<file path="src/rtl/ctrl_decoder.sv">
// Main control decoder for the 8-opcode accumulator/register CPU: zero-latency
// decode, a registered copy for writeback, and the two-cycle swp sequencer.
module ctrl_decoder #(
    parameter int OP_W = 3,
    parameter int WS_W = 2
) (
    input  logic            Clk,
    input  logic            Reset,
    input  logic [OP_W-1:0] Op,
    input  logic            InstValid,
    output logic [WS_W-1:0] WriteSrc,
    output logic            ALUOp,
    output logic            MemWrite,
    output logic            BranchEn,
    output logic            RegWrite,
    output logic            Stall,
    output logic            SwapPhase,
    output logic [WS_W-1:0] WriteSrc_q,
    output logic            ALUOp_q,
    output logic            MemWrite_q,
    output logic            BranchEn_q,
    output logic            RegWrite_q
);

    localparam logic [OP_W-1:0] OP_ADD = OP_W'(0);
    localparam logic [OP_W-1:0] OP_SUB = OP_W'(1);
    localparam logic [OP_W-1:0] OP_LWD = OP_W'(2);
    localparam logic [OP_W-1:0] OP_SWD = OP_W'(3);
    localparam logic [OP_W-1:0] OP_SLT = OP_W'(4);
    localparam logic [OP_W-1:0] OP_BEQ = OP_W'(5);
    localparam logic [OP_W-1:0] OP_SWP = OP_W'(6);
    localparam logic [OP_W-1:0] OP_LIM = OP_W'(7);

    localparam logic [WS_W-1:0] WS_ALU   = WS_W'(0);
    localparam logic [WS_W-1:0] WS_MEM   = WS_W'(1);
    localparam logic [WS_W-1:0] WS_CMP   = WS_W'(2);
    localparam logic [WS_W-1:0] WS_OTHER = WS_W'(3);

    typedef enum logic {
        IDLE  = 1'b0,
        SWAP2 = 1'b1
    } state_t;

    state_t          state_q, state_d;
    logic [WS_W-1:0] ws_raw;
    logic            alu_raw, mw_raw, be_raw, rw_raw, is_swp, issue;

    logic [WS_W-1:0] write_src_d, write_src_q;
    logic            alu_op_d, alu_op_q;
    logic            mem_write_d, mem_write_q;
    logic            branch_en_d, branch_en_q;
    logic            reg_write_d, reg_write_q;

    // Raw table decode; unknown opcodes fall through to the safe default.
    always_comb begin
        ws_raw  = WS_OTHER;
        alu_raw = 1'b0;
        mw_raw  = 1'b0;
        be_raw  = 1'b0;
        rw_raw  = 1'b0;
        is_swp  = 1'b0;
        if (state_q == SWAP2) begin
            rw_raw = 1'b1;
        end else begin
            case (Op)
                OP_ADD: begin ws_raw = WS_ALU; rw_raw = 1'b1; end
                OP_SUB: begin ws_raw = WS_ALU; alu_raw = 1'b1; rw_raw = 1'b1; end
                OP_LWD: begin ws_raw = WS_MEM; rw_raw = 1'b1; end
                OP_SWD: mw_raw = 1'b1;
                OP_SLT: begin ws_raw = WS_CMP; rw_raw = 1'b1; end
                OP_BEQ: begin alu_raw = 1'b1; be_raw = 1'b1; end
                OP_SWP: begin rw_raw = 1'b1; is_swp = 1'b1; end
                OP_LIM: rw_raw = 1'b1;
                default: ;
            endcase
        end
    end

    // Side-effecting enables are gated by valid and reset; the second swp
    // write is already committed, so it ignores InstValid.
    always_comb begin
        issue     = InstValid & ~Reset;
        WriteSrc  = ws_raw;
        ALUOp     = alu_raw;
        MemWrite  = mw_raw & issue;
        BranchEn  = be_raw & issue;
        RegWrite  = rw_raw & ((state_q == SWAP2) ? ~Reset : issue);
        Stall     = is_swp & issue;
        SwapPhase = (state_q == SWAP2);
        state_d   = Stall ? SWAP2 : IDLE;
    end

    always_comb begin
        write_src_d = WriteSrc;
        alu_op_d    = ALUOp;
        mem_write_d = MemWrite;
        branch_en_d = BranchEn;
        reg_write_d = RegWrite;
    end

    // Stage boundary: swp sequencer and writeback copy of the controls.
    always_ff @(posedge Clk or posedge Reset) begin
        if (Reset) begin
            state_q     <= IDLE;
            write_src_q <= '0;
            alu_op_q    <= 1'b0;
            mem_write_q <= 1'b0;
            branch_en_q <= 1'b0;
            reg_write_q <= 1'b0;
        end else begin
            state_q     <= state_d;
            write_src_q <= write_src_d;
            alu_op_q    <= alu_op_d;
            mem_write_q <= mem_write_d;
            branch_en_q <= branch_en_d;
            reg_write_q <= reg_write_d;
        end
    end

    assign WriteSrc_q = write_src_q;
    assign ALUOp_q    = alu_op_q;
    assign MemWrite_q = mem_write_q;
    assign BranchEn_q = branch_en_q;
    assign RegWrite_q = reg_write_q;

endmodule

</file>
<file path="config.mk">
export PLATFORM = sky130hd
export DESIGN_NAME = ctrl_decoder
export DESIGN_NICKNAME = d
export VERILOG_FILES = /design/src/rtl/ctrl_decoder.sv
export SDC_FILE = /design/constraint.sdc
export NUM_CORES = 1
export LEC_CHECK = 0
export CAP_MARGIN = 20
export CORE_AREA = 2 2 39 41
export CTS_CLUSTER_SIZE = 12
export DETAILED_ROUTE_END_ITERATION = 8
export DIE_AREA = 0 0 41 43
export GPL_TIMING_DRIVEN = 0
export PLACE_DENSITY_LB_ADDON = 0.2
export SKIP_LAST_GASP = 1
export SYNTH_ARGS = -nofsm -noshare
export SYNTH_HDL_FRONTEND = slang
export SYNTH_SLANG_ARGS = --single-unit
</file>
<file path="constraint.sdc">
create_clock -name Clk -period 1.9 [get_ports Clk]
set_clock_uncertainty 0.1 [all_clocks]
set_input_delay 0.285 -clock Clk [delete_from_list [all_inputs] [get_ports Clk]]
set_output_delay 0.285 -clock Clk [all_outputs]
set_load 0.02 [all_outputs]
</file>
==> qor.yml <==
worst_setup_path:
  cp_top_family: "buffers and inverters"
  ff2ff_path_depth: 2
  r2r-start: "SwapPhase"
  worstSetupEndpointType: "output port"
  slowest_stage: "clkdlybuf4s50_1"
  path_cells: "clkdlybuf4s50_1 -> nand4bb_4 -> nor3b_2 -> buf_4"
  cp-start-kind: "primary input"
  r2r-end: "MemWrite_q"
  ff2ff_setup_slack_ns: 0.77
  cp_max_fo: 4
  crit_required_ns: 1.51
  crit_buf_inv: 2
  cpPeakStageDelay_ns: 0.49
  cp.arrival_ns: 1.44
  path_depth: 4
  critPathKind: "in2out"
floorplanning:
  dieHeight_um: 43
  start_util_pct: 20.2
  ios: 20
  fp.dieW_um: 41
  num_rows: 14
  core_mm2: 0.00138
  die_area_mm2: 0.00176
timing:
  min_period_over_period_pct: 96.2
  timing.fmax_mhz: 547
  worst_slew_pin_slew_ns: 0.305
  period_needed_ns: 1.83
  slew_violations: 0
  timing_hold_violations_final: 0
  slew_headroom_pct: 79.7
  setup_viol: 0
cells_and_area:
  n_antenna_cell: 0
  drive_gt1_share_pct: 32.6
  final_core_util_pct: 38.9
  syn_to_final_growth_pct: 92.8
  layout.nets: 50
power:
  switching_power_uw: 94.2
  swShare_pct: 25.8
  internal_power_uw: 270
  combPwrFrac_pct: 20.3
  p_per_area_mw_per_mm2: 678
  vdd.ir_drop.worst_uv: 290
  clock_power_share_pct: 36.4
  seqPwrFrac_pct: 43.3
  p_leak_uw: 0.000247
  design_power_total_uw: 365
logic_synthesis:
  yosysMostFrequentCell: "dfrtp_1"
  synth_common_cells: "7 x dfrtp_1, 3 x nor3b_1, 2 x inv_1"
  synth_cell_types: 11
  synth_top_area_share_pct: 62.8
  syn_area_um2: 279
  ys_warn_count: 0
  syn_area_per_cell_um2: 14.0
  synth-async-reset-ratio_pct: 100
  syn_inst: 20
  syn_nets: 26
  synth_edf_count: 0
  ys_ff_latch: 7
  synth_top_area_cell: "dfrtp_1"
  synth_flop_cell: "dfrtp_1"
  netlist_top_cells_area: "dfrtp_1 63%, nor3b_1 8.1%, nor4b_2 5.4%, nand4bb_1 4.0%, a211o_2 3.6%"
  seq_area_frac_synth_pct: 62.8
clock_network:
  clock_latency_ns: 0.24
  cts-htree-levels: 1
  cts_tree: "yes"
  ctsRootBufferMaster: "clkbuf_4"
  path_clk_slew_ns: 0.05
  cts_hold_buffers: 0
  cts_buffers: 3
  clockBufferDepth: 2
  numClockSinks: 7
drt:
  num_vias: 254
  wl_um: 672
  drc: 0
  drt.antenna.violating_nets: 0
  post_drt_wl_per_cell_um: 11.4
  drt_iter0_drc: 6
  routed_via_density: 4.31
  first_pass_iters: 2
place:
  gp_congestion: 0.753
  dpl.hpwl_um: 475
  port_buffers: 19
global_route:
  antenna_found_initial: 0
  grt.total_usage_pct: 8.48
  grt_max_degree: 9
  grt_overflow: 0
  grt_pass1_vias: 224
  grt_pass1_wl_um: 945
run_status:
  status: "finished clean"
hold_path:
  min_to: "MemWrite_q"
  holdCritPathClass: "in2reg"
  hp-start: "Op[2]"
  hold_depth: 2
job:
  maxCapViolCount: 0
## cell families after synthesis
group	after synthesis	share of synthesized area, %
simple gates	7	21.5
flops	7	62.8
xor+xnor	1	3.14
buf+inv	2	2.69
compound gates	3	9.87
## sequential cells by signal, summed over array words and instances, names as in the netlist
register	flops
MemWrite_q	1
BranchEn_q	1
ALUOp_q	1
SwapPhase	1
RegWrite_q	1
WriteSrc_q	2
## through the flow
step / cells / cell area (um^2) / setup slack, ns / TNS, ns / hold WS, ns
after floorplan: 20 / 279 / 0.184 / 0 / -0.0116
after global placement: 55 / 489 / -0.490 / -2.33 / 0.495
after detailed placement: 55 / 489 / -0.492 / -2.46 / 0.510
after CTS: 59 / 507 / -0.172 / -0.371 / 0.271
after global routing: 59 / 538 / -0.00193 / -0.00193 / 0.293
final: 59 / 538 / 0.0722 / 0 / 0.283
## worst max path at each step
stage | slack [ns] | startpoint | to
floorplan | 0.18 | SwapPhase | MemWrite
global placement | -0.49 | Op[1] | RegWrite
detailed placement | -0.49 | Op[1] | RegWrite
CTS | -0.17 | Op[2] | RegWrite
global route | -0.002 | Reset | MemWrite
finish | 0.07 | Reset | MemWrite
## layer usage
| metal | share of wire, % | GRT usage [%] | vias up |
|---|---|---|---|
| met1 | 44 | 9.51 | 120 |
| met3 | 8.0 | 3.14 | 0 |
| met5 | 0 | 0 | - |
| li1 | - | - | 121 |
| met2 | 48 | 12.5 | 13 |
| met4 | 0 | 6.00 | 0 |
## area by class of cell
cell class / instances / area, um^2
well taps: 16 / 20.0
multi-input cells: 11 / 134
repair buffers: 19 / 175
inverters: 2 / 7.51
fillers: 139 / 846
clock buffers: 4 / 26.3
flip-flops and latches: 7 / 175
## cell usage in the layout, fill, tap and decap left out, drive strengths merged
| master | count |
|---|---|
| nand4bb | 1 |
| clkdlybuf4s50 | 9 |
| nor2 | 1 |
| dlygate4sd2 | 4 |
| xor2 | 1 |
| clkbuf | 4 |
| dlymetal6s2s | 2 |
| dfrtp | 7 |
| buf | 4 |
| nor4b | 1 |
| inv | 2 |
| nand3b | 1 |
| a311oi | 1 |
| nor3b | 3 |
| a211o | 2 |
## power groups by stage
| stage | combinational [uW] | sequential (uW) | clock (uW) |
|---|---|---|---|
| CTS | 69.0 | 158 | 136 |
| floorplan | 22.6 | 169 | 0 |
| detailed placement | 74.1 | 160 | 0 |
| finish | 73.9 | 158 | 133 |
| global placement | 73.7 | 160 | 0 |
| global route | 79.9 | 158 | 151 |
## timing repair
| item | CTS | global route |
|---|---|---|
| setup buffers | 0 | 0 |
| pin swaps | 1 | 0 |
| resized for setup | 18 | 15 |
| endpoints found under the setup margin | 7 | 5 |
(Power assumes the default switching activity.)
